<file path="src/rtl/lstm_act_scheduler.sv">
// rtl/lstm_act_scheduler.sv - shared sigmoid/tanh activation scheduler for LSTM gates

// Piecewise-linear sigmoid in Q6.11; odd symmetry around 0.5 handles negative x.
module sigmoid_q6_11 #(
  parameter int WIDTH = 18
) (
  input  logic [WIDTH-1:0] x,
  output logic [WIDTH-1:0] y
);
  logic [WIDTH-1:0] ax;
  logic [WIDTH-1:0] pos;

  // Magnitude, segment select, then mirror for negative inputs.
  always_comb begin
    ax = x[WIDTH-1] ? (~x + 1'b1) : x;
    if (ax >= WIDTH'(10240))
      pos = WIDTH'(2048);
    else if (ax >= WIDTH'(4864))
      pos = (ax >> 5) + WIDTH'(1728);
    else if (ax >= WIDTH'(2048))
      pos = (ax >> 3) + WIDTH'(1280);
    else
      pos = (ax >> 2) + WIDTH'(1024);
    y = x[WIDTH-1] ? (WIDTH'(2048) - pos) : pos;
  end
endmodule

// tanh(x) = 2*sigmoid(2x) - 1; doubling saturates, which is harmless since
// the sigmoid is already flat well before the saturation point.
module tanh_q6_11 #(
  parameter int WIDTH = 18
) (
  input  logic [WIDTH-1:0] x,
  output logic [WIDTH-1:0] y
);
  logic [WIDTH-1:0] x2;
  logic [WIDTH-1:0] s;

  // Saturating doubling of the input.
  always_comb begin
    if (x[WIDTH-1] != x[WIDTH-2])
      x2 = x[WIDTH-1] ? {1'b1, {(WIDTH-1){1'b0}}} : {1'b0, {(WIDTH-1){1'b1}}};
    else
      x2 = {x[WIDTH-2:0], 1'b0};
  end

  sigmoid_q6_11 #(.WIDTH(WIDTH)) u_sig (.x(x2), .y(s));

  assign y = (s << 1) - WIDTH'(2048);
endmodule

// Round-robin arbiter feeding a 2-stage activation pipeline with backpressure.
module lstm_act_scheduler #(
  parameter int WIDTH = 18,
  parameter int NREQ  = 4,
  parameter int IDW   = 2
) (
  input  logic                  clk,
  input  logic                  rst,
  input  logic                  flush,
  input  logic [NREQ-1:0]       req_valid,
  input  logic [NREQ-1:0]       req_func,
  input  logic [NREQ*WIDTH-1:0] req_data,
  output logic [NREQ-1:0]       req_ready,
  output logic                  out_valid,
  input  logic                  out_ready,
  output logic [WIDTH-1:0]      out_data,
  output logic [IDW-1:0]        out_id,
  output logic                  out_func,
  output logic                  busy,
  output logic [15:0]           done_cnt
);
  logic             s1_valid, s2_valid;
  logic [WIDTH-1:0] s1_x, s2_y;
  logic [IDW-1:0]   s1_id, s2_id;
  logic             s1_func, s2_func;
  logic [IDW-1:0]   ptr, ptr_nxt;

  logic [NREQ-1:0]  grant;
  logic [IDW-1:0]   gid, arb_j;
  logic             found;
  logic             adv1, adv2, accept;
  logic [WIDTH-1:0] gx, sig_y, tanh_y, y_sel;
  logic             gfunc;

  assign adv2 = !s2_valid | out_ready;
  assign adv1 = !s1_valid | adv2;

  // First valid requester at or after ptr, wrapping modulo NREQ.
  always_comb begin
    grant = '0;
    gid   = '0;
    found = 1'b0;
    arb_j = '0;
    for (int i = 0; i < NREQ; i++) begin
      arb_j = IDW'((int'(ptr) + i) % NREQ);
      if (!found && req_valid[arb_j]) begin
        found        = 1'b1;
        grant[arb_j] = 1'b1;
        gid          = arb_j;
      end
    end
  end

  assign ptr_nxt   = IDW'((int'(gid) + 1) % NREQ);
  assign accept    = found & adv1 & !flush & !rst;
  assign req_ready = accept ? grant : '0;
  assign gx        = req_data[gid*WIDTH +: WIDTH];
  assign gfunc     = req_func[gid];

  sigmoid_q6_11 #(.WIDTH(WIDTH)) u_sigmoid (.x(s1_x), .y(sig_y));
  tanh_q6_11    #(.WIDTH(WIDTH)) u_tanh    (.x(s1_x), .y(tanh_y));

  assign y_sel = s1_func ? tanh_y : sig_y;

  // Pipeline stages, grant pointer and transfer counter; flush clears only valids.
  always_ff @(posedge clk) begin
    if (rst) begin
      s1_valid <= 1'b0;
      s1_x     <= '0;
      s1_id    <= '0;
      s1_func  <= 1'b0;
      s2_valid <= 1'b0;
      s2_y     <= '0;
      s2_id    <= '0;
      s2_func  <= 1'b0;
      ptr      <= '0;
      done_cnt <= '0;
    end else if (flush) begin
      s1_valid <= 1'b0;
      s2_valid <= 1'b0;
    end else begin
      if (s2_valid && out_ready)
        done_cnt <= done_cnt + 16'd1;
      if (adv2) begin
        s2_valid <= s1_valid;
        s2_y     <= y_sel;
        s2_id    <= s1_id;
        s2_func  <= s1_func;
      end
      if (adv1) begin
        s1_valid <= accept;
        if (accept) begin
          s1_x    <= gx;
          s1_id   <= gid;
          s1_func <= gfunc;
          ptr     <= ptr_nxt;
        end
      end
    end
  end

  // Outputs are forced to zero while reset is held, before the first edge lands.
  assign out_valid = s2_valid & !rst;
  assign out_data  = rst ? '0 : s2_y;
  assign out_id    = rst ? '0 : s2_id;
  assign out_func  = rst ? 1'b0 : s2_func;
  assign busy      = (s1_valid | s2_valid) & !rst;
endmodule

</file>
<file path="config.mk">
export PLATFORM = sky130hd
export DESIGN_NAME = lstm_act_scheduler
export DESIGN_NICKNAME = d
export VERILOG_FILES = /design/src/rtl/lstm_act_scheduler.sv
export SDC_FILE = /design/constraint.sdc
export NUM_CORES = 1
export LEC_CHECK = 0
export ABC_CLOCK_PERIOD_IN_PS = 5100
export CAP_MARGIN = 40
export CORE_UTILIZATION = 49
export DETAILED_ROUTE_END_ITERATION = 10
export PLACE_DENSITY = 0.8
export SYNTH_ARGS = -nofsm -noshare
export SYNTH_HDL_FRONTEND = slang
export SYNTH_SLANG_ARGS = --single-unit
export TNS_END_PERCENT = 100
</file>
<file path="constraint.sdc">
create_clock -name clk -period 5.1 [get_ports clk]
set_input_delay 0.51 -clock clk [delete_from_list [all_inputs] [get_ports clk]]
set_output_delay 0.51 -clock clk [all_outputs]
set_load 0.02 [all_outputs]
</file>
==> After elaboration in Yosys (flattened, before gate mapping) <==
Index checks and enable logic that the tools add are counted.
Widths: inputs -> output; s select.
{ "totals": {"reg_bits": 62, "latch_bits": 0, "ram_bits": 0, "mem_bits_ro": 0, "inputBits": 84, "output_inout_bits": 43, "word_cells": 124, "memories": 0} }
{ "classes": {"n_addsub": 16, "multipliers": 1, "div": 0, "n_lt_le_gt_ge": 15, "eq_ne": 1, "shift": 1, "n_mux": 47, "bitwise": 14, "reduce_logical": 19} }
{ "op_table": {"columns": ["op", "n"], "rows": [
  ["$mux 18", 10],
  ["$shiftx 72x8->18", 1],
  ["$mux 17", 4],
  ["$add 18x1->18 const B", 2],
  ["$ge 18x12->1 const B", 2],
  ["$ge 18x13->1 const B", 2],
  ["$ge 18x14->1 const B", 2],
  ["$not 18->18", 2],
  ["$add 16x11->17 const B", 2],
  ["$add 15x11->16 const B", 2],
  ["$add 13x11->14 const B", 2],
  ["$mux 4", 5],
  ["$sub 12x18->18 const A", 1],
  ["$sub 18x12->18 const B", 1],
  ["$sub 12x17->17 const A", 1],
  ["$add 16x1->16 const B", 1],
  ["$lt 2x3->1 const B", 5],
  ["$mux 1", 14],
  ["$or 4x4->4", 3],
  ["$bmux 1 s2", 5],
  ["$mux 2", 5],
  ["$demux 1 s2", 4],
  ["$ge 2x1->1 const B", 4],
  ["$logic_and 1x1->1", 8],
  ["11 further kinds", 26]
]} }

==> Logic depth before layout (Yosys ltp) <==
Gate-level depths: netlist of the first run.
{ "logic_depth": {"ltp_word": 16, "depth_mapped": 23, "mapped_depth_nobuf": 21} }

==> Hierarchy <==
From an unflattened synthesis of the first run, not the netlist that was laid out.
{ "unflattened": {"cells_unflattened": 937, "hier_area_um2": 7739.9} }
{ "modules_own_cells": {"columns": ["mod", "instances", "cells_each", "area_each_um2"], "rows": [
  ["lstm_act_scheduler", 1, 497, 4475.5],
  ["sigmoid_q6_11 at u_tanh.u_sig", 1, 204, 1501.4],
  ["sigmoid_q6_11 at u_sigmoid", 1, 193, 1425.1],
  ["tanh_q6_11", 1, 43, 337.8]
]} }

==> Least setup slack after synthesis of the first run <==
Ideal clock, no wire load.
{ "synth_path": {"path_kind": "register -> register", "startpoint": "register s1_x[17]", "endpoint": "register s2_y[12]", "setup_time_ns": 0.132, "arrival_time_ns": 4.979, "slack_ns": -0.011, "path_stages_with_launch": 22, "path_buffers": 0, "synth_period_minus_slack_ns": 5.111, "cell_sequence": "dfxtp_1 > clkinv_1 > ha_1 > or4b_1 > nor4_1 > o32ai_4 > inv_2 > ha_1 > o211a_1 > and4_1 > nor4b_1 > o21ai_0 > a31oi_1 > nand2b_1 > ha_1 > nand4_2 > a2111oi_1 > o211ai_1 > ha_1 > inv_1 > a221oi_1 > nor3_1"} }
{ "synth_between": {"elab_chain_cells": 13} }
{ "synth_rtl": {"columns": ["item", "line", "rtl"], "rows": [
  ["start, declared", "74", "logic [WIDTH-1:0] s1_x, s2_y;"],
  ["start signal, assigned", "144", "s1_x <= gx;"],
  ["$mux 18 / $ne 1x1->1 (equally long branches)", "42, 41", null],
  ["$mux 18", "41", "if (x[WIDTH-1] != x[WIDTH-2])"],
  ["$not 18->18", "15", "ax = x[WIDTH-1] ? (~x + 1'b1) : x;"],
  ["$add 18x1->18", "15", null],
  ["$mux 18", "15", null],
  ["$add 16x11->17, or another cell as far along", "23", "pos = (ax >> 2) + WIDTH'(1024);"],
  ["$mux 17", "20", "else if (ax >= WIDTH'(2048))"],
  ["$mux 17", "18", "else if (ax >= WIDTH'(4864))"],
  ["$mux 17", "16", "if (ax >= WIDTH'(10240))"],
  ["$sub 12x17->17", "24", "y = x[WIDTH-1] ? (WIDTH'(2048) - pos) : pos;"],
  ["$mux 17", "24", null],
  ["$sub 18x12->18", "49", "assign y = (s << 1) - WIDTH'(2048);"],
  ["$mux 18 (*)", "114", "assign y_sel = s1_func ? tanh_y : sig_y;"],
  ["end signal, assigned", "137", "s2_y <= y_sel;"],
  ["end, declared", "74", null]
]} }
Mark *: on every way between the ends. The rest lies on a longest branch, timed or not.
A chain may end at the register's enable or synchronous reset.

==> Final worst setup path of the first run <==
{ "layout_path": {"startpoint": "register s1_x[7]", "endpoint": "register s2_y[12]"} }
{ "layout_between": {"elab_chain_cells": 12} }
{ "layout_rtl": {"columns": ["item", "line"], "rows": [
  ["$mux 18", "41"],
  ["$not 18->18", "15"],
  ["$add 18x1->18", "15"],
  ["$mux 18", "15"],
  ["$add 16x11->17, or another cell as far along", "23"],
  ["$mux 17", "20"],
  ["$mux 17", "18"],
  ["$mux 17", "16"],
  ["$sub 12x17->17", "24"],
  ["$mux 17", "24"],
  ["$sub 18x12->18", "49"],
  ["$mux 18 (*)", "114"]
]} }
Marked as above.

==> flow_metrics.tcl, run 1 <==
set metrics [dict create \
    hold_viol_final 0 \
    die_w_um 118 \
    syn-num-nets 1013 \
    start_util 0.511 \
    worstPathArrival_ns 5.14 \
    worstPathMaxFanout 4 \
    tightest_slew_ns 0.901 \
    slew_viol_final 0 \
    synth_area_sq_mm 0.00658 \
    fin_skew_ns 0.00973 \
    diodes 0 \
    synth_area_per_cell_sq_um 7.29 \
    hold_class "reg -> reg" \
    outcome "finished clean" \
    irDropWorstVdd_mv 0.210 \
    yosysTopAreaCell "dfxtp_1" \
    multi_input_comb_area_sq_mm 0.00505 \
    coreArea_sq_mm 0.0129 \
    num_vias 7460 \
    drive_gt1_frac 0.137 \
    regArea_sq_mm 0.00124 \
    r2r_cells 17 \
    post_dp_cell_area_sq_mm 0.00823 \
    utilization 0.676 \
    synthArstFlopShare 0 \
    dieArea_sq_mm 0.0139 \
    final_area_sq_mm 0.00870 \
    synth-edff-count 0 \
    setup-violations-final 0 \
    ctsHtreeMaxLevel 3 \
    nNetsFinal 1137 \
    crit_type "reg -> reg" \
    insertion_delay_ns 0.35 \
    fin_crit_ns 4.94 \
    min_path_cells 2 \
    fill_cells 1054 \
    fmax_ghz 0.203 \
    p_per_area_mw_per_mm2 379 \
    drt-initial-drc-count 972 \
    ys.warnings.count 0 \
    cts-root-buf "clkbuf_16" \
    synth_top_flop_cell "dfxtp_1" \
    finalCritPeriodShare 0.968 \
    synth-seq-area-share 0.189 \
    setup_tns_ns 0 \
    crit_required_ns 5.30 \
    slew-limit-headroom 0.400 \
    clock_sinks 62 \
    worst_setup_path_start_kind "register" \
    detailed_place_hpwl_mm 15.1 \
    first_global_vias 6980 \
    grt_pass1_wl_mm 34.0 \
    synth_top_area_frac 0.189 \
    num_rows 41 \
    leakagePower_nw 3.33 \
    dieHeight_um 118 \
    dp_cells 1187 \
    synth_cell_type_count 95 \
    ys_seq_elements 62 \
    grt-ovfl-total 0 \
    cts_buffers 9 \
    yosys-top-cells-count "nor2_1 (110), nand2_1 (98), dfxtp_1 (62)" \
    synthCells 903 \
    syn2layout_area_growth_pct 32.3 \
    whs_ns 0.487 \
    drc 0 \
    viasPerCell 6.20 \
    ant_nets 0 \
    yosys.cell_count.top_type "nor2_1" \
    fin_cells 1204 \
    pin_count 127 \
    wl_per_cell_um 17.1 \
    cp-end-kind "register" \
    clock_path_buffers 2 \
    place.port_buffers 126 \
    grt_max_degree 81 \
    antenna_found_initial 0 \
    ys_top_cells_by_area "dfxtp_1 (19%), nor2_1 (6.3%), nand2_1 (5.6%), ha_1 (4.9%), a21oi_1 (4.3%)" \
    track_usage 0.295 \
    routed_wl_mm 20.5 \
    drv_cap 0 \
    path_clk_slew_ns 0.06 \
    finalWeightedCongestion 0.966 \
    cts_tree "yes" \
    first_pass_iters 7 \
]
-- routing by layer --
| layer | wire length (um) | track usage | up-vias |
|---|---|---|---|
| met5 | 0 | 0 | - |
| met4 | 565 | 0.125 | 0 |
| met3 | 1410 | 0.0514 | 53 |
| met2 | 9690 | 0.479 | 356 |
| met1 | 8870 | 0.382 | 3479 |
| li1 | - | - | 3572 |
-- state kept, by name, summed over array words and instances, names as in the netlist --
register / cells
done_cnt: 16
s1_id: 2
s1_valid: 1
s2_valid: 1
s2_y: 18
s2_id: 2
s2_func: 1
s1_func: 1
s1_x: 18
ptr: 2
-- metrics by stage --
| step | worst slack [ns] | total power, mW |
|---|---|---|
| final | 0.162 | 3.30 |
| after CTS | 0.0238 | 3.21 |
| after floorplan | 0.0518 | 1.86 |
| after global routing | -0.0255 | 3.50 |
| after global placement | 0.160 | 2.42 |
| after detailed placement | 0.0546 | 2.44 |
-- worst max-delay path, cell delays in order, from the launching register on --
cell and delay [ns]:
dfxtp_1 0.31, or4_4 0.59, o31ai_4 0.28, xnor2_2 0.17
ha_1 0.18, nor2b_1 0.13, nand4_1 0.14, or4_4 0.48
o311a_1 0.33, nand2_1 0.12, nand2_1 0.09, a32oi_2 0.23
ha_1 0.19, inv_1 0.06, or4_4 0.55, or4b_4 0.53
a221oi_1 0.32, nor3_1 0.09
-- logic make-up (layout without fill, tap and decap cells) --
logic type	after synthesis	in the layout	synth area share
AOI/OAI and AO/OA	263	263	0.300
xor gates and xnor gates	52	52	0.0692
adders and majority gates	26	26	0.0494
buffers and inverters	96	225	0.0603
DFF	62	62	0.189
muxes	13	13	0.0262
and+or+nand+nor	391	391	0.306
-- report_power, final --
part           internal [mW]  switching [mW]  leakage [nW]
clock network          0.542           0.228         0.180
registers              0.527          0.0400         0.507
logic                  0.834            1.13          2.64
-- timing repair --
item	4_1_cts	5_1_grt
buffers inserted	0	1
setup endpoints to repair	0	7
resized for setup	0	18
hold buffers	0	0
-- placed cells by master, fill, tap and decap left out, types with 9 or more instances in the layout --
cell,synthesis,layout
inv_1,17,17
xor2_1,22,22
a21oi_1,57,57
buf_4,0,62
a31oi_1,11,11
o21ai_0,36,34
xnor2_1,30,29
a211oi_1,28,28
nand2_1,98,98
nor2_1,110,110
and3_1,10,10
and2_1,18,18
nor3_1,25,25
nor2b_1,29,29
dfxtp_1,62,60
nor4_1,11,9
clkdlybuf4s50_1,0,125
nand3_1,13,13
ha_1,26,26
a311oi_1,20,20
o211ai_1,10,10
clkbuf_16,0,9
o31ai_1,11,10
nand4_1,10,10
-- path summary, 6_finish.rpt --
kind | startpoint | endpoint | slack, ns
setup / recovery | s1_x[7] | s2_y[12] | 0.16
hold / removal | s2_y[15] | s2_y[15] | 0.49
setup reg to reg | s1_x[7] | s2_y[12] | 0.16
hold reg to reg | s2_y[15] | s2_y[15] | 0.49
-- cell type report --
cell class | instances | area share
Sequential cell | 62 | 0.143
Clock inverter | 5 | 0.0148
Clock buffer | 11 | 0.0279
Timing Repair Buffer | 189 | 0.200
Tap cell | 172 | 0.0247
Multi-Input combinational cell | 745 | 0.581
Inverter | 20 | 0.00891
(Power assumes the default switching activity.)
==> run 2: changes to the inputs <==
--- a/config.mk
+++ b/config.mk
@@ -5,6 +5,7 @@
 export SDC_FILE = /design/constraint.sdc
 export NUM_CORES = 1
 export LEC_CHECK = 0
+export ABC_AREA = 0
 export ABC_CLOCK_PERIOD_IN_PS = 5100
 export CAP_MARGIN = 40
 export CORE_UTILIZATION = 49
==> results of run 2 <==
No change in the layout: final DEF, timing and power equal those of run 1.
